[src/rtl/freq_div_pkg.sv]
// Shared definitions for the frequency divider: FSM state encoding and default width.
package freq_div_pkg;

    localparam int unsigned DEFAULT_WIDTH = 8;

    typedef enum logic [1:0] {
        IDLE = 2'd0,
        RUN  = 2'd1,
        HOLD = 2'd2
    } state_e;

endpackage : freq_div_pkg

[src/rtl/freq_divider_tog_stage.sv]
// T flip-flop stage: toggles q_div on every tick and keeps qb_div as its registered complement.
module tog_stage (
    input  logic clk,
    input  logic reset,
    input  logic tick,
    output logic q_div,
    output logic qb_div
);

    logic q_d;
    logic qb_d;
    logic q_q;
    logic qb_q;

    // Next-state toggle; qb is held in its own flop so both outputs change on the same edge.
    always_comb begin
        q_d  = q_q;
        qb_d = qb_q;
        if (tick) begin
            q_d  = ~q_q;
            qb_d = q_q;
        end else begin
            q_d  = q_q;
            qb_d = ~q_q;
        end
    end

    // Toggle register with asynchronous active-low reset.
    always_ff @(posedge clk or negedge reset) begin
        if (!reset) begin
            q_q  <= 1'b0;
            qb_q <= 1'b1;
        end else begin
            q_q  <= q_d;
            qb_q <= qb_d;
        end
    end

    assign q_div  = q_q;
    assign qb_div = qb_q;

endmodule : tog_stage

[src/rtl/freq_divider.sv]
// Programmable clock-enable divider: emits a tick every N enabled cycles and drives a
// toggle stage that produces a 50% duty clk/(2N) data output.
module freq_divider
    import freq_div_pkg::*;
#(
    parameter int unsigned WIDTH = DEFAULT_WIDTH
) (
    input  logic             clk,
    input  logic             reset,
    input  logic             en,
    input  logic             load,
    input  logic [WIDTH-1:0] div_n,
    output logic             tick,
    output logic             q_div,
    output logic             qb_div,
    output logic             running,
    output logic             err
);

    state_e           state_d;
    state_e           state_q;
    logic [WIDTH-1:0] count_d;
    logic [WIDTH-1:0] count_q;
    logic [WIDTH-1:0] div_d;
    logic [WIDTH-1:0] div_q;
    logic [WIDTH-1:0] shadow_d;
    logic [WIDTH-1:0] shadow_q;
    logic             tick_d;
    logic             tick_q;
    logic             running_d;
    logic             running_q;
    logic             err_d;
    logic             err_q;
    logic             load_zero_s;
    logic             wrap_s;

    assign load_zero_s = load && (div_n == {WIDTH{1'b0}});
    assign wrap_s      = (count_q == (div_q - WIDTH'(1'b1)));

    // Next-state logic. A zero shadow value means no pending divisor, since N=0 is never accepted.
    always_comb begin
        state_d  = state_q;
        count_d  = count_q;
        div_d    = div_q;
        shadow_d = shadow_q;
        tick_d   = 1'b0;
        err_d    = err_q;
        case (state_q)
            IDLE: begin
                if (load_zero_s) begin
                    err_d = 1'b1;
                end else if (load) begin
                    state_d  = RUN;
                    div_d    = div_n;
                    count_d  = {WIDTH{1'b0}};
                    shadow_d = {WIDTH{1'b0}};
                    err_d    = 1'b0;
                end else begin
                    state_d = IDLE;
                end
            end
            RUN, HOLD: begin
                if (load_zero_s) begin
                    state_d  = IDLE;
                    count_d  = {WIDTH{1'b0}};
                    div_d    = {WIDTH{1'b0}};
                    shadow_d = {WIDTH{1'b0}};
                    err_d    = 1'b1;
                end else begin
                    state_d = en ? RUN : HOLD;
                    if (load) begin
                        shadow_d = div_n;
                        err_d    = 1'b0;
                    end else begin
                        shadow_d = shadow_q;
                    end
                    if (en && wrap_s) begin
                        // A load coinciding with the wrap takes effect for the very next period.
                        count_d = {WIDTH{1'b0}};
                        tick_d  = 1'b1;
                        if (load) begin
                            div_d    = div_n;
                            shadow_d = {WIDTH{1'b0}};
                        end else if (shadow_q != {WIDTH{1'b0}}) begin
                            div_d    = shadow_q;
                            shadow_d = {WIDTH{1'b0}};
                        end else begin
                            div_d = div_q;
                        end
                    end else if (en) begin
                        count_d = count_q + WIDTH'(1'b1);
                    end else begin
                        count_d = count_q;
                    end
                end
            end
            default: begin
                state_d  = IDLE;
                count_d  = {WIDTH{1'b0}};
                div_d    = {WIDTH{1'b0}};
                shadow_d = {WIDTH{1'b0}};
                err_d    = err_q;
            end
        endcase
        running_d = (state_d == RUN);
    end

    // Divider FSM, counter and registered outputs.
    always_ff @(posedge clk or negedge reset) begin
        if (!reset) begin
            state_q   <= IDLE;
            count_q   <= {WIDTH{1'b0}};
            div_q     <= {WIDTH{1'b0}};
            shadow_q  <= {WIDTH{1'b0}};
            tick_q    <= 1'b0;
            running_q <= 1'b0;
            err_q     <= 1'b0;
        end else begin
            state_q   <= state_d;
            count_q   <= count_d;
            div_q     <= div_d;
            shadow_q  <= shadow_d;
            tick_q    <= tick_d;
            running_q <= running_d;
            err_q     <= err_d;
        end
    end

    tog_stage u_tog_stage (
        .clk    (clk),
        .reset  (reset),
        .tick   (tick_q),
        .q_div  (q_div),
        .qb_div (qb_div)
    );

    assign tick    = tick_q;
    assign running = running_q;
    assign err     = err_q;

endmodule : freq_divider

[config.mk]
export PLATFORM = sky130hd
export DESIGN_NAME = freq_divider
export DESIGN_NICKNAME = d
export VERILOG_FILES = /design/src/rtl/freq_div_pkg.sv /design/src/rtl/freq_divider_tog_stage.sv /design/src/rtl/freq_divider.sv
export SDC_FILE = /design/constraint.sdc
export NUM_CORES = 1
export LEC_CHECK = 0
export CAP_MARGIN = 20
export CORE_MARGIN = 2
export CORE_UTILIZATION = 45
export CTS_BUF_LIST = sky130_fd_sc_hd__clkbuf_16
export DETAILED_ROUTE_END_ITERATION = 6
export GPL_TIMING_DRIVEN = 0
export PLACE_DENSITY = 0.66
export SLEW_MARGIN = 5
export SYNTH_ARGS = -nofsm -noshare
export SYNTH_HDL_FRONTEND = slang
export SYNTH_SLANG_ARGS = --single-unit
[constraint.sdc]
create_clock -name clk -period 2.6 [get_ports clk]
set_input_delay 0.52 -clock clk [delete_from_list [all_inputs] [get_ports clk]]
set_output_delay 0.52 -clock clk [all_outputs]
set_load 0.05 [all_outputs]
# After elaboration in Yosys (flattened, before gate mapping)
# Cells that the tools add are included.
# word_totals
word_cells	63
register_bits	31
in_bits	12
output_inout_bits	5
# classes
mux	30
n_reduce_logical	12
eq_ne	9
bitwise_logic	1
n_addsub	2
# op_table
op	count
$mux 8	16
$pmux 8 s2	3
$add 8x1->8 const B	1
$eq 8x8->1	1
$logic_not 8->1	1
$ne 4x4->1 const B	2
$reduce_bool 8->1	1
$sub 8x1->8 const B	1
$mux 1	7
$mux 2	3
$eq 2x1->1 const B	2
$ne 2x2->1 const B	2
$pmux 2 s2	1
$reduce_and 2->1	2
$reduce_and 4->1	1
$ne 3x3->1 const B	1
$reduce_and 3->1	1
$reduce_or 3->1	1
$eq 2x2->1 const B	1
$logic_and 1x1->1	2
$logic_not 2->1	1
$reduce_bool 2->1	1
$reduce_or 2->1	1
$not 1->1	1

# Logic depth before layout (Yosys ltp)
# Gate-level depths: netlist (run 1).
# depth
word_depth	6
depth_mapped	11
ltp_nobuf	9

# Modules after synthesis
# From an unflattened synthesis (run 1), not the netlist that was laid out.
# hier_totals
hier_cells	182
hier_area_um2	1886.8
# modules_own_cells
module	instances	seq_area_each_um2	area_per_inst_um2	cells_per_inst
freq_divider	1	725.7	1818.0	178
tog_stage	1	51.3	68.8	4

# Least setup slack after synthesis (run 1)
# No wires, ideal clock.
# synth_path
path_type	register -> register
start	register div_q[0]
end	register div_q[4]
path_buffers	1
setup_time_ns	0.125
t_required_ns	2.475
arrival_ns	2.135
synth_period_minus_slack_ns	2.260
stages_incl_launch_ff	10
slack_ns	0.340
path_cell_list	dfrtp_1 > inv_1 > ha_1 > buf_4 > nor4b_1 > a31o_1 > a32o_2 > o2111ai_4 > a21oi_4 > mux2_4
# synth_between
elab_chain_cells	5
# synth_rtl
element	line	text
start, declared	freq_divider.sv:25	logic [WIDTH-1:0] div_q;
start signal, assigned	freq_divider.sv:113	div_q <= {WIDTH{1'b0}};
start signal, assigned	freq_divider.sv:121	div_q <= div_d;
$sub 8x1->8	freq_divider.sv:38	assign wrap_s = (count_q == (div_q - WIDTH'(1'b1)));
$eq 8x8->1	freq_divider.sv:38	
$logic_and 1x1->1	freq_divider.sv:77	if (en && wrap_s) begin
$ne 3x3->1 (no line)	n/a	
$reduce_and 4->1 (no line)	n/a	
# No other way between the ends.
# A chain may end at the register's enable or synchronous reset.

# Worst setup path after layout (run 1)
# layout_path
start	input port div_n[7]
end	register div_q[1]
# layout_between
elab_chain_cells	4
word_cells_on_any_way	8
classes_between	eq/ne: 3; mux: 2; reduce/logical: 3
# layout_rtl
element	line	text
start, declared	freq_divider.sv:12	input logic [WIDTH-1:0] div_n,
$logic_not 8->1 *	freq_divider.sv:37	assign load_zero_s = load && (div_n == {WIDTH{1'b0}});
$logic_and 1x1->1 *	freq_divider.sv:37	
$ne 4x4->1 (no line) (tied with other cells)	n/a	
$reduce_and 4->1 (no line) / $pmux 8 s2 (equally long branches)	n/a	
# Mark *: on every way between the ends. The rest lies on a longest branch, timed or not.

==> metrics.md, run 1 <==
| Metric | Value |
|---|---|
| Outcome | finished, violations left |
| Failing checks | negative setup slack |
| Maxcap violations | 0 |
| N_diodes | 0 |
| Yosys warning total | 0 |
| Async set-or-reset flop fraction in the synthesized netlist | 100% |
| Mapped cell area | 1940 um2 |
| Seq pwr share | 27.8% |
| Setup violators final | 8 |
| Die footprint | 4850 um2 |
| WL per Instance | 15.6 um |
| Synthesized-area fraction occupied by adder cells | 2.58% |
| Number of global-route vias before repair | 1469 |
| Period utilisation layout | 100% |
| Share of layout cells above drive strength 1 | 19.2% |
| Skew-Pair Late Insertion Delay | 0.27 ns |
| EDFF count, synth | 0 |
| DRT iter0 DRCs | 79 |
| Fin area | 2310 um2 |
| Max-slew violation count | 0 |
| Largest net degree at the start of global routing | 32 |
| Most frequent cells in the layout | dfrtp_1, nand2_1, nor2_1, clkdlybuf4s50_1, inv_1 |
| # DRC | 0 |
| Post-synthesis instance total | 190 |
| Critical Path, Cell by Cell | clkdlybuf4s50_1, or4_1, nor2_2, nand2_1, and2_1, a21oi_4, buf_12, mux2_4 |
| Area Growth Syn to Fin | 19.3% |
| First-pass GRT wire length | 6900 um |
| Crit path time final | 2.61 ns |
| Via Count | 1543 |
| Seq. cell area | 777 um2 |
| Vias/cell | 5.84 |
| Row count | 23 |
| Drt total wl | 4110 um |
| Critical Path AT | 2.76 ns |
| Fin cells | 264 |
| CTS tree | yes |
| Num ports | 17 |
| Internal power | 1.68 mW |
| Fin worst setup slack | -0.0128 ns |
| Htree depth | 2 |
| Final ANT Viol Nets | 0 |
| Post-synthesis simple-gate area fraction | 15.8% |
| GRT overflow | 0 |
| CP top delay family | simple AND/OR/NAND/NOR gates |
| Lkg Pwr | 1.01 nW |
| Slew @ Worst Pin | 0.686 ns |
| Post-CTS Hold Fix Bufs | 0 |
| Clk buf depth | 2 |
| Fraction of the yosys area taken by sequential cells | 40.0% |
| Crit-path max FO | 8 |
| Post-Synth XOR/XNOR Area | 7.22% |
| Area post-placement | 2150 um2 |
| Syn nets | 206 |
| Initial Util | 47.5% |
| Largest family of logic cells by synthesized area | compound AO/OA/AOI/OAI gates |
| Die span in y | 69.7 um |
| Post-synthesis mux area share | 11.3% |
| Post-Syn Area per Cell | 10.2 um2 |
| Max Fclk | 383 MHz |
| Maximum vdd ir drop | 0.595 mV |
| Synthesized flop and latch total | 31 |
| CP Class | input pin to register |
| Hpwl dp | 3130 um |
| Die Span X | 69.7 um |
| Clock share of power | 19.0% |
| CP endpoint kind | register |
| Clock root cell | clkbuf_16 |
| IO buf count | 15 |
| Worst Skew | 0.00491 ns |
| Slew headroom | 54.2% |
| Initial antenna violation count | 0 |
| Distinct cells, synth | 50 |
| Hold Violations, Final | 0 |
| Num CTS Buffers | 5 |
| Compound-gate portion of the synthesized area | 18.2% |
| Sw frac | 39.1% |
| Worst hold path class | input pin to asynchronous set/reset pin |
| Fill count | 350 |
| GR Util All Layers | 17.9% |
| Core area | 4090 um2 |
| Post-layout nets | 229 |
| Ys flop type | dfrtp_1 |
| Clock sinks | 31 |
| Startpoint types | input pin |
| Placed cells | 255 |
| Commonest non-fill, non-tap cell in the layout | dfrtp_1 |
| Drt first pass iters | 4 |
| Buf+Inv Stages, Crit Path | 2 |
| Area of the multi-input gates | 1080 um2 |
| Pwr Density | 1190 nW/um2 |
| CP required | 2.75 ns |
| NetSw | 1.08 mW |
| CTS clk-pin slew, worst paths | 0.05 ns |
| CP max-delay cell | or4_1 |
| RePlAce Congestion | 0.905 |
| Max incr delay on CP | 0.60 ns |
| Logic pwr share | 53.2% |
==> layer usage <==
layer  vias up  share of wire (%)  global-route usage, %
met5         -                  0                      0
met4         0               0.83                   6.62
met3         6                4.1                   4.80
met2        41                 53                   31.3
met1       764                 42                   21.1
li1        732                  -                      -
==> per-stage QoR <==
step	util (%)	hold slack [ns]	setup WS (ns)	power (mW)	TNS [ns]
CTS	56.5	0.317	0.0502	2.76	0
global route	56.6	0.359	-0.0357	2.95	-0.245
detailed placement	52.6	0.487	-0.291	2.16	-2.74
floorplan	-	0.224	0.340	1.87	0
finish	56.6	0.289	-0.0128	2.75	-0.0589
global placement	52.7	0.463	-0.254	2.11	-2.54
==> flip-flops by register name, summed over array words and instances, names as in the netlist <==
register	cells
running	1
div_q	8
u_tog_stage.qb_div	1
u_tog_stage.q_div	1
shadow_q	8
tick	1
err	1
count_q	8
state_q	2
==> timing repair <==
action                     4_1_cts  5_1_grt
resized for setup                1        2
setup endpoints to repair        9       12
pin swaps                        1        0
setup buffers                    1        0
==> worst register-to-register path: stages, from the launching register on <==
cell	delay [ns]
dfrtp_1	0.43
inv_1	0.07
ha_1	0.19
buf_4	0.16
nor4b_1	0.34
a31o_1	0.16
a32o_2	0.15
o2111ai_4	0.20
a21oi_4	0.21
buf_12	0.15
mux2_4	0.30
==> final timing paths <==
check	startpoint	slack, ns	end	cells past startpoint
worst max register to register	div_q[0]	0.15	div_q[1]	10
worst min-delay path	reset	0.29	count_q[6]	1
worst min register to register	tick	0.49	u_tog_stage.q_div	1
worst max-delay path	div_n[7]	-0.01	div_q[1]	8
min in group clk	tick	0.49	u_tog_stage.q_div	1
max in group asynchronous	reset	1.86	div_q[4]	1
==> logic make-up (layout without fill, tap and decap cells) <==
logic type | Yosys count | count (layout)
fa+ha+maj | 4 | 4
flops | 31 | 31
compound gates | 44 | 44
mux | 17 | 17
buf+inv | 20 | 44
xor+xnor | 16 | 16
simple gates | 58 | 58
==> area by class of cell <==
type	count	area share, %
plain buffers	12	2.76
clock buffers	5	5.41
clock inverters	3	0.486
inverters	8	1.30
multi-input cells	139	46.6
flip-flops and latches	31	33.6
well taps	50	2.70
repair buffers	16	7.14
==> synth_stat cells (2+ instances only) <==
cell	count	area, um2
nor3_1	2	10.0
nand2b_1	2	12.5
a22oi_1	8	60.1
a21oi_1	9	45.0
buf_4	2	15.0
mux2_4	8	120
dfrtp_1	30	751
nand4_1	4	25.0
mux2_2	8	90.1
o21ai_0	3	15.0
nand2_1	17	63.8
ha_1	4	50.1
nor2_1	16	60.1
nor4_1	4	25.0
and2_1	3	18.8
or4_1	2	15.0
buf_2	2	10.0
inv_1	8	30.0
a22o_1	7	61.3
o211ai_1	2	15.0
clkbuf_1	6	22.5
xnor2_1	6	52.6
xor2_1	10	87.6
==> power by group through the flow <==
stage	registers (mW)	logic, mW	clock network, mW
floorplan	0.798	1.07	0
detailed placement	0.772	1.38	0
global placement	0.766	1.34	0
global route	0.783	1.60	0.566
CTS	0.765	1.46	0.537
finish	0.765	1.47	0.523
Power figures use the tool's default switching activity.
==> inputs of run 2 (changes only) <==
--- a/config.mk
+++ b/config.mk
@@ -11,7 +11,7 @@
 export CTS_BUF_LIST = sky130_fd_sc_hd__clkbuf_16
 export DETAILED_ROUTE_END_ITERATION = 6
 export GPL_TIMING_DRIVEN = 0
-export PLACE_DENSITY = 0.66
+export PLACE_DENSITY_LB_ADDON = 0.05
 export SLEW_MARGIN = 5
 export SYNTH_ARGS = -nofsm -noshare
 export SYNTH_HDL_FRONTEND = slang
==> run 2 against run 1 <==
Compared with the run above: the flow now finishes without violations; critical path depth unchanged; power increased by 0.60%; non-clock buffer count unchanged; global-route usage grew 1.2 points; worst setup slack gained 0.11 ns; combinational power is essentially flat; first-iteration DRC count fell by 25%; clock skew shrank 0.0012 ns; via count fell by 2.3%; clock-buffer cell count did not move; hold slack improved by 0.0043 ns; critical path type unchanged; largest power group unchanged.
==> metrics.md, run 2 (same netlist as run 1, synthesis figures left out) <==
| Metric | Value |
|---|---|
| Outcome | finished clean |
| DRT iter0 DRCs | 59 (-25%) |
| Clock share of power | 19.2% (+0.2 points) |
| Worst hold margin | 0.293 ns (+0.00431 ns) |
| Top flop regs | count_q (8), div_q (8), shadow_q (8) |
| Worst r2r dst | div_q[2] |
| Share of layout cells above drive strength 1 | 21.0% (+1.9 points) |
| CP required | 2.75 ns (about the same) |
| CP Class | input pin to register |
| GRT overflow | 0 (unchanged) |
| Area Growth Syn to Fin | 20.4% |
| Slew headroom | 53.4% (-0.89 points) |
| Num CTS Buffers | 5 (unchanged) |
| Number of global-route vias before repair | 1521 (+3.5%) |
| First-pass GRT wire length | 7350 um (+6.5%) |
| Worst Skew | 0.00373 ns (-0.00118 ns) |
| Post-CTS Hold Fix Bufs | 0 (unchanged) |
| Commonest non-fill, non-tap cell in the layout | dfrtp_1 |
| Setup violators final | 0 (-8) |
| Crit path time final | 2.50 ns (-0.109 ns) |
| Clock sinks | 31 (unchanged) |
| Num ports | 17 (unchanged) |
| Maximum vdd ir drop | 0.477 mV (-20%) |
| Htree depth | 2 (unchanged) |
| Post-layout nets | 229 (unchanged) |
| Row count | 23 (unchanged) |
| Die Span X | 69.7 um (unchanged) |
| R2R setup slack | 0.24 ns (+0.09 ns) |
| Area post-placement | 2150 um2 (unchanged) |
| CP endpoint kind | register |
| Fill count | 380 (+8.6%) |
| Max Fclk | 399 MHz (+4.4%) |
| Via Count | 1508 (-2.3%) |
| Worst hold path class | input pin to asynchronous set/reset pin |
| Slew @ Worst Pin | 0.700 ns (+0.0133 ns) |
| Max-slew violation count | 0 (unchanged) |
| Largest net degree at the start of global routing | 32 (unchanged) |
| Initial antenna violation count | 0 (unchanged) |
| Hold Violations, Final | 0 (unchanged) |
| RSZ-0062 raised after global routing | false |
| Die span in y | 69.7 um (unchanged) |
| Clk buf depth | 2 (unchanged) |
| Lkg Pwr | 1.03 nW (+1.6%) |
| Hpwl dp | 3130 um (about the same) |
| Initial Util | 47.5% (unchanged) |
| Clock root cell | clkbuf_16 |
| Most frequent cells in the layout | dfrtp_1, nand2_1, nor2_1, clkdlybuf4s50_1, xor2_1 |
| Buf+Inv Stages, Crit Path | 2 (unchanged) |
| WL per Instance | 16.1 um (+3.4%) |
| Internal power | 1.68 mW (+0.18%) |
| GR Util All Layers | 19.2% (+1.2 points) |
| NetSw | 1.09 mW (+1.3%) |
| Startpoint types | input pin |
| Logic pwr share | 53.0% (-0.2 points) |
| Drt first pass iters | 4 (unchanged) |
| Maxcap violations | 0 (unchanged) |
| Vias/cell | 5.71 (-2.3%) |
| Fin area | 2340 um2 (+0.97%) |
| Core area | 4090 um2 (unchanged) |
| Critical Path, Cell by Cell | clkdlybuf4s50_1, or4_4, nor2_2, nand2_1, and2_2, a21oi_4, buf_12, mux2_4 |
| Worst flop-to-flop path startpoint | div_q[0] |
| N_diodes | 0 (unchanged) |
| Skew-Pair Late Insertion Delay | 0.27 ns (about the same) |
| CP top delay family | simple AND/OR/NAND/NOR gates |
| RePlAce Congestion | 0.836 (-7.6%) |
| CTS tree | yes |
| Max incr delay on CP | 0.58 ns (-0.02 ns) |
| CP max-delay cell | or4_4 |
| Pwr Density | 1190 nW/um2 (-0.37%) |
| CTS clk-pin slew, worst paths | 0.05 ns (about the same) |
| # DRC | 0 (unchanged) |
| R2R depth | 10 (unchanged) |
| Period utilisation layout | 96.3% (-4.2 points) |
| Critical Path AT | 2.66 ns (-0.10 ns) |
| Crit-path max FO | 8 (unchanged) |
| IO buf count | 15 (unchanged) |
| Seq pwr share | 27.8% (about the same) |
| Sw frac | 39.4% (+0.25 points) |
| Drt total wl | 4250 um (+3.4%) |
| Die footprint | 4850 um2 (unchanged) |
| Final ANT Viol Nets | 0 (unchanged) |
==> run 2: cell count changes in the layout (fill, tap and decap cells not counted), sizes merged <==
cell,delta
dlymetal6s2s,+2
clkinv,+2
clkdlybuf4s50,-2
inv,-2
==> run 2: final cells by class <==
type	count	area (um2)	share of cell area, %
Multi-Input combinational cell	139	1100	46.9
Sequential cell	31	777	33.2
Timing Repair Buffer	16	170	7.28
Clock buffer	5	125	5.35
Buffer	12	63.8	2.73
Tap cell	50	62.6	2.68
Inverter	8	30.0	1.28
Clock inverter	3	11.3	0.482
==> run 2: routing by layer <==
metal  track usage, %  part of all wire, %  vias up
met5                0                    0        -
met3             4.36                  2.8        7
met1             23.9                   44      745
met4             8.33                  1.7        0
met2             31.8                   51       23
li1                 -                    -      733
==> run 2: worst max path at each step <==
stage	cells past startpoint	start	to	slack, ns
CTS	7	div_n[2]	div_q[2]	0.005
global route	8	div_n[3]	div_q[4]	0.01
finish	8	div_n[3]	div_q[2]	0.1
floorplan	9	div_q[0]	div_q[4]	0.34
detailed placement	8	div_n[2]	count_q[7]	-0.29
global placement	7	div_n[2]	div_q[3]	-0.26
==> run 2: what timing repair did <==
item	CTS	global route
hold endpoints to repair	0	0
pin swaps	0	1
resized for setup	1	8
setup buffers	0	1
endpoints found under the setup margin	1	9
==> run 2: per-stage QoR <==
| stage | util, % | std cells | TNS [ns] | power [mW] | worst slack (ns) |
|---|---|---|---|---|---|
| finish | 57.2 | 264 | 0 | 2.77 | 0.0966 |
| global route | 57.2 | 264 | 0 | 2.98 | 0.0108 |
| CTS | 56.0 | 263 | 0 | 2.73 | 0.00482 |
| detailed placement | 52.6 | 255 | -3.17 | 2.17 | -0.286 |
| global placement | 52.7 | 255 | -2.57 | 2.12 | -0.255 |
| floorplan | - | 190 | 0 | 1.87 | 0.340 |
==> run 2: power groups by stage <==
stage                     combinational (mW)  clock (mW)  sequential, mW
after floorplan                         1.07           0           0.798
after global placement                  1.35           0           0.770
after detailed placement                1.39           0           0.777
after CTS                               1.41       0.548           0.770
after global routing                    1.61       0.581           0.791
final                                   1.47       0.531           0.771
==> inputs of run 3 (changes only) <==
--- a/config.mk
+++ b/config.mk
@@ -9,7 +9,9 @@
 export CORE_MARGIN = 2
 export CORE_UTILIZATION = 45
 export CTS_BUF_LIST = sky130_fd_sc_hd__clkbuf_16
+export CTS_CLUSTER_SIZE = 40
 export DETAILED_ROUTE_END_ITERATION = 6
+export DONT_BUFFER_PORTS = 1
 export GPL_TIMING_DRIVEN = 0
 export PLACE_DENSITY_LB_ADDON = 0.05
 export SLEW_MARGIN = 5
==> constraint.sdc (replaced) <==
create_clock -name clk -period 2.5 [get_ports clk]
set_input_delay 0.5 -clock clk [delete_from_list [all_inputs] [get_ports clk]]
set_output_delay 0.5 -clock clk [all_outputs]
set_load 0.05 [all_outputs]
==> run 3 against run 2 <==
Compared with the run above: critical path depth up 3; clock skew about the same; register-to-register slack worse by 0.09 ns; cell count down 5.3%; first-iteration DRC count down 12%; sequential power up 13%; clock power up 4.9%; power up 2.9%; combinational power down 3%; highest routed layer unchanged.
==> metrics.md, run 3 (same netlist as run 1, synthesis figures left out) <==
| Metric | Value |
|---|---|
| Outcome | finished clean |
| Skew-Pair Late Insertion Delay | 0.27 ns (about the same) |
| Fin worst setup slack | 0.155 ns (+0.0581 ns) |
| Power Total | 2.85 mW (+2.9%) |
| Drt total wl | 4290 um (+1.0%) |
| Crit path time final | 2.35 ns |
| Lkg Pwr | 0.958 nW (-6.9%) |
| IO buf count | 0 (-15) |
| Htree depth | 2 (unchanged) |
| DRT iter0 DRCs | 52 (-12%) |
| Area of the multi-input gates | 1080 um2 (-1.6%) |
| CTS clk-pin slew, worst paths | 0.05 ns (about the same) |
| CP max-delay cell | dfrtp_1 |
| Share of layout cells above drive strength 1 | 20.0% (-1.0 points) |
| Max-slew violation count | 0 (unchanged) |
| Worst Skew | 0.00414 ns (+0.000405 ns) |
| CP endpoint kind | register |
| Most frequent cells in the layout | dfrtp_1, nand2_1, nor2_1, xor2_1, inv_1 |
| Drt first pass iters | 4 (unchanged) |
| R2R depth | 11 (+1) |
| Clock sinks | 31 (unchanged) |
| Fill count | 397 (+4.5%) |
| Core area | 4090 um2 (unchanged) |
| Die Span X | 69.7 um (unchanged) |
| Initial Util | 47.5% (unchanged) |
| Final ANT Viol Nets | 0 (unchanged) |
| RSZ-0062 raised after global routing | false |
| Pwr Density | 1300 nW/um2 (+9.8%) |
| Die footprint | 4850 um2 (unchanged) |
| First-pass GRT wire length | 7390 um (+0.56%) |
| Max Fclk | 426 MHz |
| Period utilisation layout | 93.8% |
| CP required | 2.65 ns (-0.10 ns) |
| Seq. cell area | 777 um2 (unchanged) |
| N_diodes | 0 (unchanged) |
| Post-layout nets | 215 (-6.1%) |
| Area post-placement | 2000 um2 (-6.8%) |
| Row count | 23 (unchanged) |
| RePlAce Congestion | 0.849 (+1.6%) |
| Fin area | 2190 um2 (-6.3%) |
| Hpwl dp | 3170 um (+1.2%) |
| R2R setup slack | 0.15 ns (-0.09 ns) |
| Core Util, Final | 53.6% (-3.6 points) |
| Setup violators final | 0 (unchanged) |
| Maxcap violations | 0 (unchanged) |
| CTS tree | yes |
| Critical Path, Cell by Cell | inv_1, ha_1, buf_4, xor2_1, nor2_1, a21oi_1, a21oi_2, o2111ai_4, a21oi_4, buf_12, mux2_4 |
| Worst hold path class | input pin to asynchronous set/reset pin |
| GR Util All Layers | 19.1% (-0.070 points) |
| Largest net degree at the start of global routing | 31 (-3.1%) |
| Num ports | 17 (unchanged) |
| # DRC | 0 (unchanged) |
| Slew @ Worst Pin | 0.526 ns (-0.174 ns) |
| Clk buf depth | 2 (unchanged) |
| Critical Path AT | 2.50 ns (-0.16 ns) |
| Vias/cell | 5.88 (+3.0%) |
| Clock root cell | clkbuf_16 |
| Number of global-route vias before repair | 1517 (-0.26%) |
| Hold Violations, Final | 0 (unchanged) |
| Max incr delay on CP | 0.44 ns (-0.14 ns) |
| Slew headroom | 64.7% (+11 points) |
| Die span in y | 69.7 um (unchanged) |
| Startpoint types | register |
| Commonest non-fill, non-tap cell in the layout | dfrtp_1 |
| Pre-CTS worst setup slack | -0.0243 ns (+0.261 ns) |
| Area Growth Syn to Fin | 12.8% |
| CP Class | register to register |
| Top flop regs | count_q (8), div_q (8), shadow_q (8) |
| Placed cells | 240 (-5.9%) |
| WL per Instance | 17.2 um (+6.7%) |
| GRT overflow | 0 (unchanged) |
| Maximum vdd ir drop | 0.586 mV (+23%) |
| Initial antenna violation count | 0 (unchanged) |
| Fin cells | 250 (-5.3%) |
| Via Count | 1471 (-2.5%) |
| Crit-path max FO | 8 (unchanged) |
| Num CTS Buffers | 5 (unchanged) |
==> run 3: cell count changes in the layout (fill, tap and decap cells not counted), moves of 2 or more <==
cell | previous run | this run
nor4_1 | 2 | 4
clkdlybuf4s50_1 | 12 | 0
dlymetal6s2s_1 | 2 | 0
or4_1 | 0 | 2
nor4_2 | 2 | 0
or4_4 | 2 | 0
==> run 3: timing repair <==
| action | 4_1_cts | 5_1_grt |
|---|---|---|
| hold buffers | 1 | 0 |
| endpoints found under the setup margin | 8 | 15 |
| resized for setup | 0 | 2 |
| hold endpoints to repair | 30 | 0 |
| pin swaps | 1 | 0 |
| buffers inserted | 1 | 0 |
==> run 3: metal layers <==
layer,share of wire (%),track usage (%),up-vias
met5,0,0,-
met4,0.77,3.85,0
met3,3.6,5.67,5
met2,51,32.3,23
met1,44,24.4,740
li1,-,-,703
==> run 3: path summary, 6_finish.rpt <==
path                                   from          end
max in group asynchronous             reset     div_q[4]
worst max-delay path               div_q[0]     div_q[4]
worst max register to register     div_q[0]     div_q[4]
worst min-delay path                  reset   count_q[6]
min in group clk                   div_n[2]  shadow_q[2]
worst min register to register  shadow_q[5]  shadow_q[5]
==> run 3: final cells by class <==
| class | count | share of cell area, % |
|---|---|---|
| inverter | 8 | 1.37 |
| multi-input combinational | 139 | 49.3 |
| buffer | 12 | 2.91 |
| tap | 50 | 2.86 |
| timing repair buffer | 2 | 1.83 |
| clock inverter | 3 | 0.514 |
| sequential | 31 | 35.5 |
| clock buffer | 5 | 5.71 |
==> run 3: through the flow <==
step | setup TNS (ns) | hold slack [ns]
finish | 0 | 0.0481
global route | 0 | 0.0554
CTS | 0 | 0.0547
detailed placement | -0.172 | 0.205
global placement | 0 | 0.205
floorplan | 0 | 0.204
==> run 3: power by group <==
part	internal, mW	switching [mW]
Combinational	0.693	0.731
Sequential	0.658	0.212
Clock	0.357	0.200
==> run 3: critical path, delay by kind of cell, from the launching register on <==
| family | cells | cell delay (ns) |
|---|---|---|
| fa+ha+maj | 1 | 0.19 |
| simple gates | 1 | 0.10 |
| buf+inv | 3 | 0.38 |
| xor+xnor | 1 | 0.14 |
| compound gates | 4 | 0.67 |
| mux | 1 | 0.30 |
| flops | 1 | 0.44 |
